## config.mk

```make
export PLATFORM = sky130hd
export DESIGN_NAME = fetch_align
export DESIGN_NICKNAME = d
export VERILOG_FILES = /design/src/rtl/raisin64_pkg.sv /design/src/rtl/fa_len_decode.sv /design/src/rtl/fetch_align.sv
export SDC_FILE = /design/constraint.sdc
export NUM_CORES = 1
export LEC_CHECK = 0
export ABC_CLOCK_PERIOD_IN_PS = 9200
export BUFFER_PORTS_ARGS = -buffer_cell sky130_fd_sc_hd__buf_2
export CORE_UTILIZATION = 40
export CTS_BUF_LIST = sky130_fd_sc_hd__clkbuf_16
export DETAILED_ROUTE_END_ITERATION = 10
export PLACE_DENSITY = 0.66
export SYNTH_ARGS = -nofsm -noshare
export SYNTH_HDL_FRONTEND = slang
export SYNTH_SLANG_ARGS = --single-unit
```

## constraint.sdc

```tcl
create_clock -name clk -period 9.2 [get_ports clk]
set_input_delay 1.38 -clock clk [delete_from_list [all_inputs] [get_ports clk]]
set_output_delay 1.38 -clock clk [all_outputs]
set_load 0.01 [all_outputs]
```

## src/rtl/raisin64_pkg.sv

```systemverilog
// Shared fetch-stage types: parcel/fetch widths, instruction length headers, aligner FSM states.
package raisin64_pkg;

    localparam int unsigned PARCEL_W = 16;
    localparam int unsigned FETCH_W  = 64;

    // Header bits [63:62] of the window; LEN16 covers both 2'b00 and 2'b01.
    localparam logic [1:0] LEN16 = 2'b00;
    localparam logic [1:0] LEN32 = 2'b10;
    localparam logic [1:0] LEN64 = 2'b11;

    typedef enum logic [1:0] {
        FA_IDLE = 2'd0,
        FA_WAIT = 2'd1,
        FA_DROP = 2'd2
    } fa_state_e;

endpackage

```

## src/rtl/fa_len_decode.sv

```systemverilog
// Instruction header to parcel count: 0x -> 1, 10 -> 2, 11 -> 4.
module fa_len_decode
    import raisin64_pkg::*;
(
    input  logic [1:0] hdr,
    output logic [3:0] len
);

    always_comb begin
        len = 4'd1;
        if (hdr == LEN64) begin
            len = 4'd4;
        end else if (hdr == LEN32) begin
            len = 4'd2;
        end
    end

endmodule

```

## src/rtl/fetch_align.sv

```systemverilog
// Fetch/align stage: fetches 64-bit words into an 8-parcel buffer and presents a left-justified
// window to decode. Optional length checker (len_err) enabled by FETCH_ALIGN_CHECK_EN.
module fetch_align
    import raisin64_pkg::*;
#(
    parameter logic [63:0] RESET_PC = 64'h0
) (
    input  logic               clk,
    input  logic               rst_n,
    output logic               mem_req,
    output logic [FETCH_W-1:0] mem_addr,
    input  logic               mem_ack,
    input  logic [FETCH_W-1:0] mem_rdata,
    input  logic               redirect,
    input  logic [63:0]        redirect_pc,
    output logic [FETCH_W-1:0] inst_out,
    output logic               inst_valid,
    output logic [63:0]        inst_pc,
    input  logic               stall,
    input  logic               advance16,
    input  logic               advance32,
    input  logic               advance64
`ifdef FETCH_ALIGN_CHECK_EN
    ,
    output logic               len_err
`endif
);

    localparam int unsigned BufW = 2 * FETCH_W;

    fa_state_e         state_q, state_d;
    logic [BufW-1:0]   buf_q, buf_d;
    logic [3:0]        cnt_q, cnt_d;
    logic [1:0]        skip_q, skip_d;
    logic [63:0]       fpc_q, fpc_d;
    logic [63:0]       pc_q, pc_d;
    logic [63:0]       req_addr_q, req_addr_d;

    logic [3:0]        head_len;
    logic [3:0]        adv_len;
    logic [3:0]        retire_len;
    logic [3:0]        retire;
    logic [3:0]        app_pos;
    logic              consume;
    logic [BufW-1:0]   shifted;
    logic [BufW-1:0]   app_word;

    fa_len_decode u_len_decode (
        .hdr (buf_q[BufW-1 -: 2]),
        .len (head_len)
    );

    assign adv_len = advance64 ? 4'd4 : advance32 ? 4'd2 : advance16 ? 4'd1 : 4'd0;

`ifdef FETCH_ALIGN_CHECK_EN
    logic err_q, err_d;

    // The header wins; a bad advance is only reported.
    assign retire_len = head_len;
    assign err_d      = consume & (($countones({advance16, advance32, advance64}) != 1) |
                                   (adv_len != head_len));

    always_ff @(posedge clk or negedge rst_n) begin
        if (!rst_n) begin
            err_q <= 1'b0;
        end else begin
            err_q <= err_d;
        end
    end

    assign len_err = err_q;
`else
    assign retire_len = adv_len;
`endif

    assign inst_valid = (cnt_q >= head_len);
    assign inst_out   = buf_q[BufW-1 -: FETCH_W];
    assign inst_pc    = pc_q;
    assign mem_req    = (state_q != FA_IDLE);
    assign mem_addr   = mem_req ? req_addr_q : '0;

    always_comb begin
        consume  = inst_valid & ~stall & ~redirect;
        retire   = consume ? retire_len : 4'd0;
        shifted  = buf_q << (PARCEL_W * retire);
        // Incoming parcels land right after whatever survives this cycle's retire.
        app_pos  = cnt_q - retire;
        app_word = ({mem_rdata, {FETCH_W{1'b0}}} << (PARCEL_W * skip_q)) >> (PARCEL_W * app_pos);

        state_d    = state_q;
        buf_d      = shifted;
        cnt_d      = cnt_q - retire;
        skip_d     = skip_q;
        fpc_d      = fpc_q;
        pc_d       = pc_q + {59'b0, retire, 1'b0};
        req_addr_d = req_addr_q;

        unique case (state_q)
            FA_IDLE: begin
                if (cnt_d <= 4'd4) begin
                    state_d    = FA_WAIT;
                    req_addr_d = fpc_q;
                end
            end
            FA_WAIT: begin
                if (mem_ack) begin
                    buf_d   = shifted | app_word;
                    cnt_d   = cnt_d + (4'd4 - {2'b00, skip_q});
                    skip_d  = 2'd0;
                    fpc_d   = fpc_q + 64'd8;
                    state_d = FA_IDLE;
                end
            end
            FA_DROP: begin
                if (mem_ack) begin
                    state_d = FA_IDLE;
                end
            end
            default: state_d = FA_IDLE;
        endcase

        if (redirect) begin
            buf_d  = '0;
            cnt_d  = 4'd0;
            pc_d   = redirect_pc;
            fpc_d  = {redirect_pc[63:3], 3'b000};
            skip_d = redirect_pc[2:1];
            unique case (state_q)
                FA_IDLE: begin
                    state_d    = FA_WAIT;
                    req_addr_d = {redirect_pc[63:3], 3'b000};
                end
                // An in-flight request cannot be withdrawn; swallow its data.
                FA_WAIT, FA_DROP: state_d = mem_ack ? FA_IDLE : FA_DROP;
                default: state_d = FA_IDLE;
            endcase
        end
    end

    always_ff @(posedge clk or negedge rst_n) begin
        if (!rst_n) begin
            state_q    <= FA_IDLE;
            buf_q      <= '0;
            cnt_q      <= 4'd0;
            skip_q     <= RESET_PC[2:1];
            fpc_q      <= {RESET_PC[63:3], 3'b000};
            pc_q       <= {RESET_PC[63:1], 1'b0};
            req_addr_q <= '0;
        end else begin
            state_q    <= state_d;
            buf_q      <= buf_d;
            cnt_q      <= cnt_d;
            skip_q     <= skip_d;
            fpc_q      <= fpc_d;
            pc_q       <= pc_d;
            req_addr_q <= req_addr_d;
        end
    end

endmodule

```

=== Word level (Yosys, flattened, before mapping) ===
Cells that the tools add are included.

* Flip-flop bits (word level): 328

* $add $sub $neg: 5
* Shifts and indexed selects: 3
* $lt $le $gt $ge: 2
* Reduce and logical (&&, ||, !) cells: 7
* Equal/unequal tests: 6
* Bitwise gates (word level): 5
* Multiplexer cells: 29

{| class="wikitable"
|+ Operators by type and width
! kind !! number
|-
| $mux 64 || 9
|-
| $mux 128 || 3
|-
| $or 128x128->128 || 1
|-
| $shl 128x6->128 || 1
|-
| $shl 128x7->128 || 1
|-
| $shr 128x8->128 || 1
|-
| $add 64x4->64 || 1
|-
| $add 64x4->64 const B || 1
|-
| $mux 2 || 8
|-
| $mux 4 || 4
|-
| $pmux 2 s2 || 2
|-
| $eq 2x2->1 const B || 3
|-
| $mux 3 || 2
|-
| $reduce_bool 2->1 || 3
|-
| $add 4x4->4 || 1
|-
| $ge 4x4->1 || 1
|-
| $le 4x3->1 const B || 1
|-
| $reduce_and 2->1 || 2
|-
| $sub 3x2->4 const A || 1
|-
| $sub 4x3->4 || 1
|-
| $ne 3x1->1 const B || 1
|-
| $ne 3x3->1 const B || 1
|-
| $and 1x1->1 || 2
|-
| $eq 2x1->1 const B || 1
|-
| other kinds (4) || 5
|}

=== Logic depth before layout (Yosys ltp) ===
Gate-level depths: netlist of run 1.

* Word-level depth: 13
* Mapped depth: 19
* Gate-level depth less buffers: 17

=== By module ===
Synthesis of run 1 repeated with hierarchy kept, for this count alone.

* Cells, all modules: 2572
* Area, all modules: 22286.4 um^2

{| class="wikitable"
|+ Modules (own cells, without submodules)
! module !! area each (um^2) !! cells an instance !! instances
|-
| fetch_align || 22255.1 || 2567 || 1
|-
| fa_len_decode || 31.3 || 5 || 1
|}

=== Least setup slack after synthesis of run 1 ===
Ideal clock, no wire load.

* Path type: in2reg
* Start point: input advance64
* End point: register cnt_q[3]
* Setup time: 0.078 ns
* Cell stages on the path: 15
* Arrival time: 4.898 ns
* Required time: 9.122 ns
* Path buffers: 4
* Setup slack: 4.224 ns
* Cells stage by stage: buf_2 -> clkinv_1 -> nand3_1 -> nor2_1 -> buf_2 -> buf_1 -> fa_1 -> clkbuf_1 -> clkinv_1 -> ha_1 -> ha_1 -> inv_1 -> fa_1 -> or4_1 -> a21oi_1

* Cells in the longest elaborated chain, start to end: 7

{| class="wikitable"
|+ Ends and longest elaborated chain
! what !! RTL line !! RTL
|-
| start, declared || fetch_align.sv:22 || <nowiki>input logic advance64</nowiki>
|-
| $mux 3 * || fetch_align.sv:53 || <nowiki>assign adv_len = advance64 ? 4'd4 : advance32 ? 4'd2 : advance16 ? 4'd1 : 4'd0;</nowiki>
|-
| $mux 3 * || fetch_align.sv:84 || <nowiki>retire = consume ? retire_len : 4'd0;</nowiki>
|-
| $sub 4x3->4 * || fetch_align.sv:92 || <nowiki>cnt_d = cnt_q - retire;</nowiki>
|-
| $add 4x4->4 || fetch_align.sv:108 || <nowiki>cnt_d = cnt_d + (4'd4 - {2'b00, skip_q});</nowiki>
|-
| $mux 4 || fetch_align.sv:106 || <nowiki>if (mem_ack) begin</nowiki>
|-
| $mux 4 * || fetch_align.sv:98 || <nowiki>unique case (state_q)</nowiki>
|-
| $mux 4 * || fetch_align.sv:122 || <nowiki>if (redirect) begin</nowiki>
|-
| named net cnt_d[3] || fetch_align.sv:33 || <nowiki>logic [3:0] cnt_q, cnt_d;</nowiki>
|-
| end signal, assigned || fetch_align.sv:152 || <nowiki>cnt_q <= cnt_d;</nowiki>
|-
| end, declared || fetch_align.sv:33 ||
|}

Mark *: on every way through the listed nets, which the timed path passes. The rest lies on a longest branch.
A chain may end at the register's enable or synchronous reset.

=== Worst setup path in the final report of run 1 ===
* Start point: input redirect
* End point: register buf_q[100]

* Cells in the longest elaborated chain, start to end: 9
* Elaborated cells between the ends (all ways): 10
* Classes of those cells: 1 x add/sub; 2 x shift; 4 x mux; 3 x bitwise

{| class="wikitable"
|+ Ends and longest elaborated chain
! what !! RTL line !! RTL
|-
| start, declared || fetch_align.sv:14 || <nowiki>input logic redirect,</nowiki>
|-
| $not 1->1 || fetch_align.sv:83 || <nowiki>consume = inst_valid & ~stall & ~redirect;</nowiki>
|-
| $and 1x1->1 || fetch_align.sv:83 ||
|-
| $mux 3 || fetch_align.sv:84 ||
|-
| $sub 4x3->4 || fetch_align.sv:87 || <nowiki>app_pos = cnt_q - retire;</nowiki>
|-
| $shr 128x8->128 || fetch_align.sv:88 || <nowiki>app_word = ({mem_rdata, {FETCH_W{1'b0}}} << (PARCEL_W * skip_q)) >> (PARCEL_W * app_pos);</nowiki>
|-
| $or 128x128->128 || fetch_align.sv:107 || <nowiki>buf_d = shifted | app_word;</nowiki>
|-
| $mux 128 || fetch_align.sv:106 ||
|-
| $mux 128 || fetch_align.sv:98 ||
|-
| $mux 128 * || fetch_align.sv:122 ||
|-
| named net buf_d[100] || fetch_align.sv:32 || <nowiki>logic [BufW-1:0] buf_q, buf_d;</nowiki>
|-
| end signal, assigned || fetch_align.sv:151 || <nowiki>buf_q <= buf_d;</nowiki>
|-
| end, declared || fetch_align.sv:32 ||
|}

Marks and branches as above.

==> impl_metrics.csv, run 1 <==
group,metric,value,unit
placement,post-dp-hpwl,63.9,mm
final_layout,final_common_cell,"buf_2",
power_and_ir_drop,p_comb_share,49.2,%
floorplanning,io_pins,330,
final_layout,final_nets,2719,
yosys,netlist_instances,2430,
power_and_ir_drop,ir_worst_vdd,0.280,mV
power_and_ir_drop,power.share.sequential,28.9,%
floorplanning,fp.dieW,239,microns
clocking,cts_setup_buffers,0,
routing,vias,22500,
timing,finalSetupTns,0,ps
timing,skew,33.0,ps
min_path,hold_path_class,"reg2reg",
clocking,cts_tree,"built",
global_routing,met1_usage,41.2,%
placement,dp_cells,3271,
critical_path,crit_path_start_kind,"primary input",
critical_path,arrival,6970,ps
timing,min_period,6490,ps
critical_path,critPathKind,"in2reg",
yosys,synthDominantCellAreaShare,36.3,%
power_and_ir_drop,power.switching,3.40,mW
yosys,yosysSeqAreaShare,36.3,%
timing,final_hold_viol_count,0,
power_and_ir_drop,internal-power,3.95,mW
yosys,synth_area_leaders,"dfrtp_1 36%, mux2i_1 3.1%, a2bb2oi_1 2.9%",
routing,drc,0,
clocking,clk_path_buf_depth,3,
clocking,cts_buffers,38,
final_layout,finish.utilization,45.9,%
yosys,synth_edf_count,0,
critical_path,timing.rr.start,"buf_q[127]",
routing,drtAntennaViolNets,0,
routing,avgViaCountPerCell,6.74,
power_and_ir_drop,switching_share,46.3,%
floorplanning,start_util,40.6,%
critical_path,rr_endpoint,"buf_q[100]",
clocking,cts.repair.resized,0,
timing,max_freq,154,MHz
yosys,synth_seq_cells,325,
power_and_ir_drop,leakage,10.3,nW
floorplanning,row_count,86,
global_routing,grt_usage,31.8,%
routing,wl_per_cell,27.6,microns
global_routing,grt_max_degree,175,
global_routing,grt_util_met2,49.4,%
outcome,status,"finished with violations",
floorplanning,core,55200,sq um
final_layout,fillers,5296,
timing,slew_headroom,-4.49,%
flow_run,cap_violations,1,
clocking,hold_buffers,0,
critical_path,path_max_fanout,55,
global_routing,busiest_layer,"met2",
timing,worst_pin_slew,1560,ps
routing,wirelength,92.1,mm
outcome,violations,"capacitance limit, slew limit",
routing,drtIter0Drc,2820,
clocking,insertion_delay,590,ps
yosys,yosysUniqueCellTypes,85,
placement,place.gp.congestion,0.974,
min_path,hold_depth,1,
timing,hold_ws,509,ps
min_path,min_from,"req_addr_q[0]",
timing,rsz0062_at_grt,"no",
clocking,h-tree-depth,2,
final_layout,syn2layout_area_growth,13.1,%
critical_path,rr_worst_depth,15,
critical_path,required,9680,ps
global_routing,antenna_found_initial,3,
yosys,netlist_area,22400,sq um
timing,slew_violations,17,
yosys,yosys.area.top_type,"dfrtp_1",
clocking,path_clk_slew,60,ps
power_and_ir_drop,pwr-share-clk,21.9,%
critical_path,rrSetupSlack,2750,ps
final_layout,drive_above_1_share,20.9,%
final_layout,fin_cells,3338,
clocking,clock-sinks,325,
power_and_ir_drop,power_density,290,nW/um^2
floorplanning,dieArea,57000,sq um
yosys,synthFlopType,"dfrtp_1",
final_layout,antennaDiodeCount,0,
timing,final.period_utilization,70.5,%
final_layout,final_cell_mix,"327 x buf_2, 323 x dfrtp_1, 143 x nand2_1",
global_routing,use_met3,6.30,%
yosys,ys_warn_count,0,
global_routing,overflow,0,
floorplanning,die_y,239,microns
clocking,cts-root-buf,"clkbuf_16",
yosys,synth_nets,2586,
yosys,synth_async_sr_flop_share,100,%
min_path,min_to,"req_addr_q[0]",
timing,setup_viol,0,
placement,numPortBuffers,329,
yosys,avgSynthCellArea,9.22,sq um
critical_path,cp-end-kind,"flip-flop",
global_routing,grt_pass1_vias,21500,
global_routing,grt_pass1_wl,138,mm
power_and_ir_drop,power,7.34,mW
routing,firstDrtPassIters,9,
worst max-delay path, cell delays in order:
cell and delay (ps):
buf_6 400, nor2_4 190, nand3_2 280, buf_4 590
inv_2 460, ha_4 310, fa_1 720, buf_4 470
nand2_1 160, nor4_4 1190, a222oi_1 420, a21oi_1 250
layer usage:
metal,share of wire [%],vias up
li1,-,9601
met1,39,11200
met2,46,1394
met3,9.4,275
met4,6.1,2
met5,0.014,-
Yosys cell counts, types with 58 or more instances:
cell	number
a21oi_1	76
nor2_1	89
nor3_1	59
dfrtp_1	325
a2bb2oi_1	75
clkbuf_1	145
nor2b_1	81
buf_4	69
nand2_1	143
o31ai_1	58
nand4_1	80
mux2i_1	69
o21ai_0	108
nand3_1	67
final cells by class:
| cell class | instances | area (sq um) | area share (%) |
|---|---|---|---|
| clock buffers | 38 | 951 | 3.75 |
| clock inverters | 29 | 334 | 1.32 |
| inverters | 55 | 209 | 0.825 |
| multi-input cells | 1776 | 12800 | 50.6 |
| flip-flops and latches | 325 | 8140 | 32.1 |
| well taps | 748 | 936 | 3.69 |
| repair buffers | 367 | 1960 | 7.74 |
through the flow:
| stage | setup slack, ps | instance area, sq um |
|---|---|---|
| 2_1_floorplan | 4220 | 22400 |
| 3_3_place_gp | 2620 | 24000 |
| 3_5_place_dp | 2470 | 24000 |
| 4_1_cts | 3070 | 25300 |
| 5_1_grt | 2720 | 25300 |
| 6_report | 2710 | 25300 |
state kept, by name, summed over array words and instances, names as in the netlist:
name / flops
buf_q: 128
cnt_q: 4
fpc_q: 61
inst_pc: 64
req_addr_q: 64
skip_q: 2
state_q: 2
power by group through the flow:
stage / clock [mW] / sequential, mW / combinational (mW)
after global routing: 1.68 / 2.14 / 3.82
after global placement: 0 / 2.12 / 3.46
final: 1.61 / 2.12 / 3.61
after floorplan: 0 / 1.97 / 2.43
after detailed placement: 0 / 2.11 / 3.51
after CTS: 1.62 / 2.10 / 3.52
kinds of logic (layout without fill, tap and decap cells):
group                    Yosys count  count (layout)  share of synthesized area (%)
adder cells (fa/ha/maj)           20              20                           1.22
AND/OR/NAND/NOR                  756             756                           18.7
XOR/XNOR                          59              59                           2.31
AO/OA/AOI/OAI                    806             806                           26.7
multiplexers                     135             135                           7.81
buffers and inverters            329             489                           6.90
flip-flops                       325             325                           36.3
worst max path at each step:
stage	cells past startpoint	end	start	slack [ps]
6_report	12	buf_q[100]	redirect	2710
5_1_grt	12	req_addr_q[13]	advance64	2720
4_1_cts	12	req_addr_q[13]	advance64	3070
3_5_place_dp	12	req_addr_q[7]	advance64	2470
3_3_place_gp	13	buf_q[24]	redirect	2620
2_1_floorplan	15	cnt_q[3]	advance64	4220
(Power assumes the default switching activity.)
==> run 2: changes to the inputs <==
--- a/config.mk
+++ b/config.mk
@@ -5,7 +5,7 @@
 export SDC_FILE = /design/constraint.sdc
 export NUM_CORES = 1
 export LEC_CHECK = 0
-export ABC_CLOCK_PERIOD_IN_PS = 9200
+export ABC_CLOCK_PERIOD_IN_PS = 6200
 export BUFFER_PORTS_ARGS = -buffer_cell sky130_fd_sc_hd__buf_2
 export CORE_UTILIZATION = 40
 export CTS_BUF_LIST = sky130_fd_sc_hd__clkbuf_16
==> constraint.sdc (replaced) <==
create_clock -name clk -period 6.2 [get_ports clk]
set_input_delay 0.93 -clock clk [delete_from_list [all_inputs] [get_ports clk]]
set_output_delay 0.93 -clock clk [all_outputs]
set_load 0.01 [all_outputs]
==> run 2 against run 1 <==
  * The run now ends clean
  * First-iteration DRC count down 1.5%
  * Utilization is essentially flat
  * Power up 46%
  * Critical path type is now reg2reg
==> impl_metrics.csv, run 2 (same netlist as run 1, synthesis figures left out) <==
group,metric,value,unit
timing,final.period_utilization,77.3,%
global_routing,grt_usage,31.4,%
routing,drtAntennaViolNets,0,
final_layout,antennaDiodeCount,0,
placement,place.gp.congestion,0.962,
global_routing,grt_max_degree,151,
final_layout,seq_area,8140,sq um
floorplanning,dieArea,57000,sq um
critical_path,critPathKind,"reg2reg",
critical_path,path_max_fanout,40,
final_layout,top_register,"buf_q",
clocking,cts-root-buf,"clkbuf_16",
placement,post-place-ws,1270,ps
clocking,clock-sinks,325,
final_layout,largest_reg_flops,128,
final_layout,final_cell_mix,"327 x buf_2, 323 x dfrtp_1, 143 x nand2_1",
power_and_ir_drop,power.share.sequential,28.8,%
power_and_ir_drop,power_density,424,nW/um^2
final_layout,drive_above_1_share,20.9,%
placement,post-dp-hpwl,62.9,mm
outcome,status,"completed",
timing,setup_viol,0,
global_routing,antenna_found_initial,1,
critical_path,critPathSlowestCell,"or4_1",
power_and_ir_drop,power.switching,5.01,mW
clocking,cts_buffers,39,
final_layout,final_nets,2732,
critical_path,required,6680,ps
clocking,clk_path_buf_depth,3,
timing,slew_headroom,23.0,%
critical_path,crit_path_start_kind,"flip-flop",
critical_path,path_depth,16,
clocking,cts.repair.resized,0,
timing,min_period,4790,ps
clocking,cts_setup_buffers,0,
final_layout,fillers,5330,
floorplanning,fp.dieW,239,microns
global_routing,overflow,0,
timing,skew,38.6,ps
power_and_ir_drop,switching_share,46.6,%
timing,finalWorstSetupSlack,1410,ps
global_routing,grt_pass1_wl,137,mm
critical_path,max_stage_delay,680,ps
min_path,hold_path_class,"in2async",
power_and_ir_drop,pwr-share-clk,21.0,%
power_and_ir_drop,internal-power,5.74,mW
critical_path,path_delay_family,"simple AND/OR/NAND/NOR gates",
clocking,insertion_delay,590,ps
critical_path,crit_buf_inv,4,
routing,avgViaCountPerCell,6.69,
critical_path,arrival,5270,ps
global_routing,grt_pass1_vias,21300,
routing,drtIter0Drc,2777,
power_and_ir_drop,p_comb_share,50.2,%
clocking,h-tree-depth,2,
power_and_ir_drop,power,10.8,mW
critical_path,rr_worst_depth,16,
critical_path,cp-end-kind,"flip-flop",
clocking,hold_buffers,0,
power_and_ir_drop,leakage,10.3,nW
timing,rsz0062_at_grt,"no",
routing,drc,0,
floorplanning,start_util,40.6,%
routing,vias,22400,
final_layout,syn2layout_area_growth,13.1,%
routing,firstDrtPassIters,7,
critical_path,crit_chain,"nand2b_1, ha_1, nand2_1, o21a_2, inv_2, nand3_2, inv_2, buf_4, ha_1, fa_1, a21o_1, nor2b_1, buf_4, nand3_1, or4_1, a31oi_1",
power_and_ir_drop,ir_worst_vdd,0.387,mV
final_layout,multi_input_area,12800,sq um
timing,max_freq,209,MHz
clocking,cts_tree,"built",
floorplanning,io_pins,330,
final_layout,final_common_cell,"buf_2",
timing,finalSetupTns,0,ps
floorplanning,die_y,239,microns
routing,wirelength,91.2,mm
routing,wl_per_cell,27.2,microns
clocking,path_clk_slew,60,ps
timing,slew_violations,0,
timing,final_hold_viol_count,0,
placement,numPortBuffers,329,
flow_run,cap_violations,0,
timing,worst_pin_slew,1150,ps
floorplanning,core,55200,sq um
floorplanning,row_count,86,
## run 2: layout make-up
class	instances	area share, %
Clock inverter	32	0.913
Inverter	55	0.824
Tap cell	748	3.69
Timing Repair Buffer	379	8.19
Clock buffer	39	3.85
Multi-Input combinational cell	1776	50.4
Sequential cell	325	32.1
## run 2: metrics by stage
| stage | hold WS [ps] | instance area, sq um | utilization, % | cells |
|---|---|---|---|---|
| after floorplan | 456 | 22400 | - | 2430 |
| after global placement | 477 | 24100 | 43.7 | 3283 |
| after detailed placement | 482 | 24100 | 43.7 | 3283 |
| after CTS | 436 | 25400 | 45.9 | 3354 |
| after global routing | 440 | 25400 | 45.9 | 3354 |
| final | 386 | 25400 | 45.9 | 3354 |
## run 2: path summary, 6_finish.rpt
kind / slack, ps / endpoint / startpoint
max: 1410 / inst_pc[51] / buf_q[126]
min: 390 / buf_q[2] / rst_n
max reg2reg: 1410 / inst_pc[51] / buf_q[126]
min reg2reg: 500 / req_addr_q[2] / req_addr_q[2]
max in group asynchronous: 4430 / cnt_q[2] / rst_n
min in group clk: 500 / req_addr_q[2] / req_addr_q[2]
## run 2: power groups by stage
stage | Sequential, mW | Combinational [mW] | Clock (mW)
6_report | 3.10 | 5.40 | 2.26
5_1_grt | 3.15 | 5.71 | 2.36
4_1_cts | 3.08 | 5.27 | 2.28
3_5_place_dp | 3.11 | 5.25 | 0
3_3_place_gp | 3.10 | 5.20 | 0
2_1_floorplan | 2.92 | 3.60 | 0
## run 2: per-layer routing
layer	vias to the layer above	part of all wire (%)	global-route usage (%)
met5	-	0.014	0
met4	2	6.5	19.1
met3	300	9.5	6.05
met2	1371	45	48.2
met1	11200	39	40.9
li1	9589	-	-
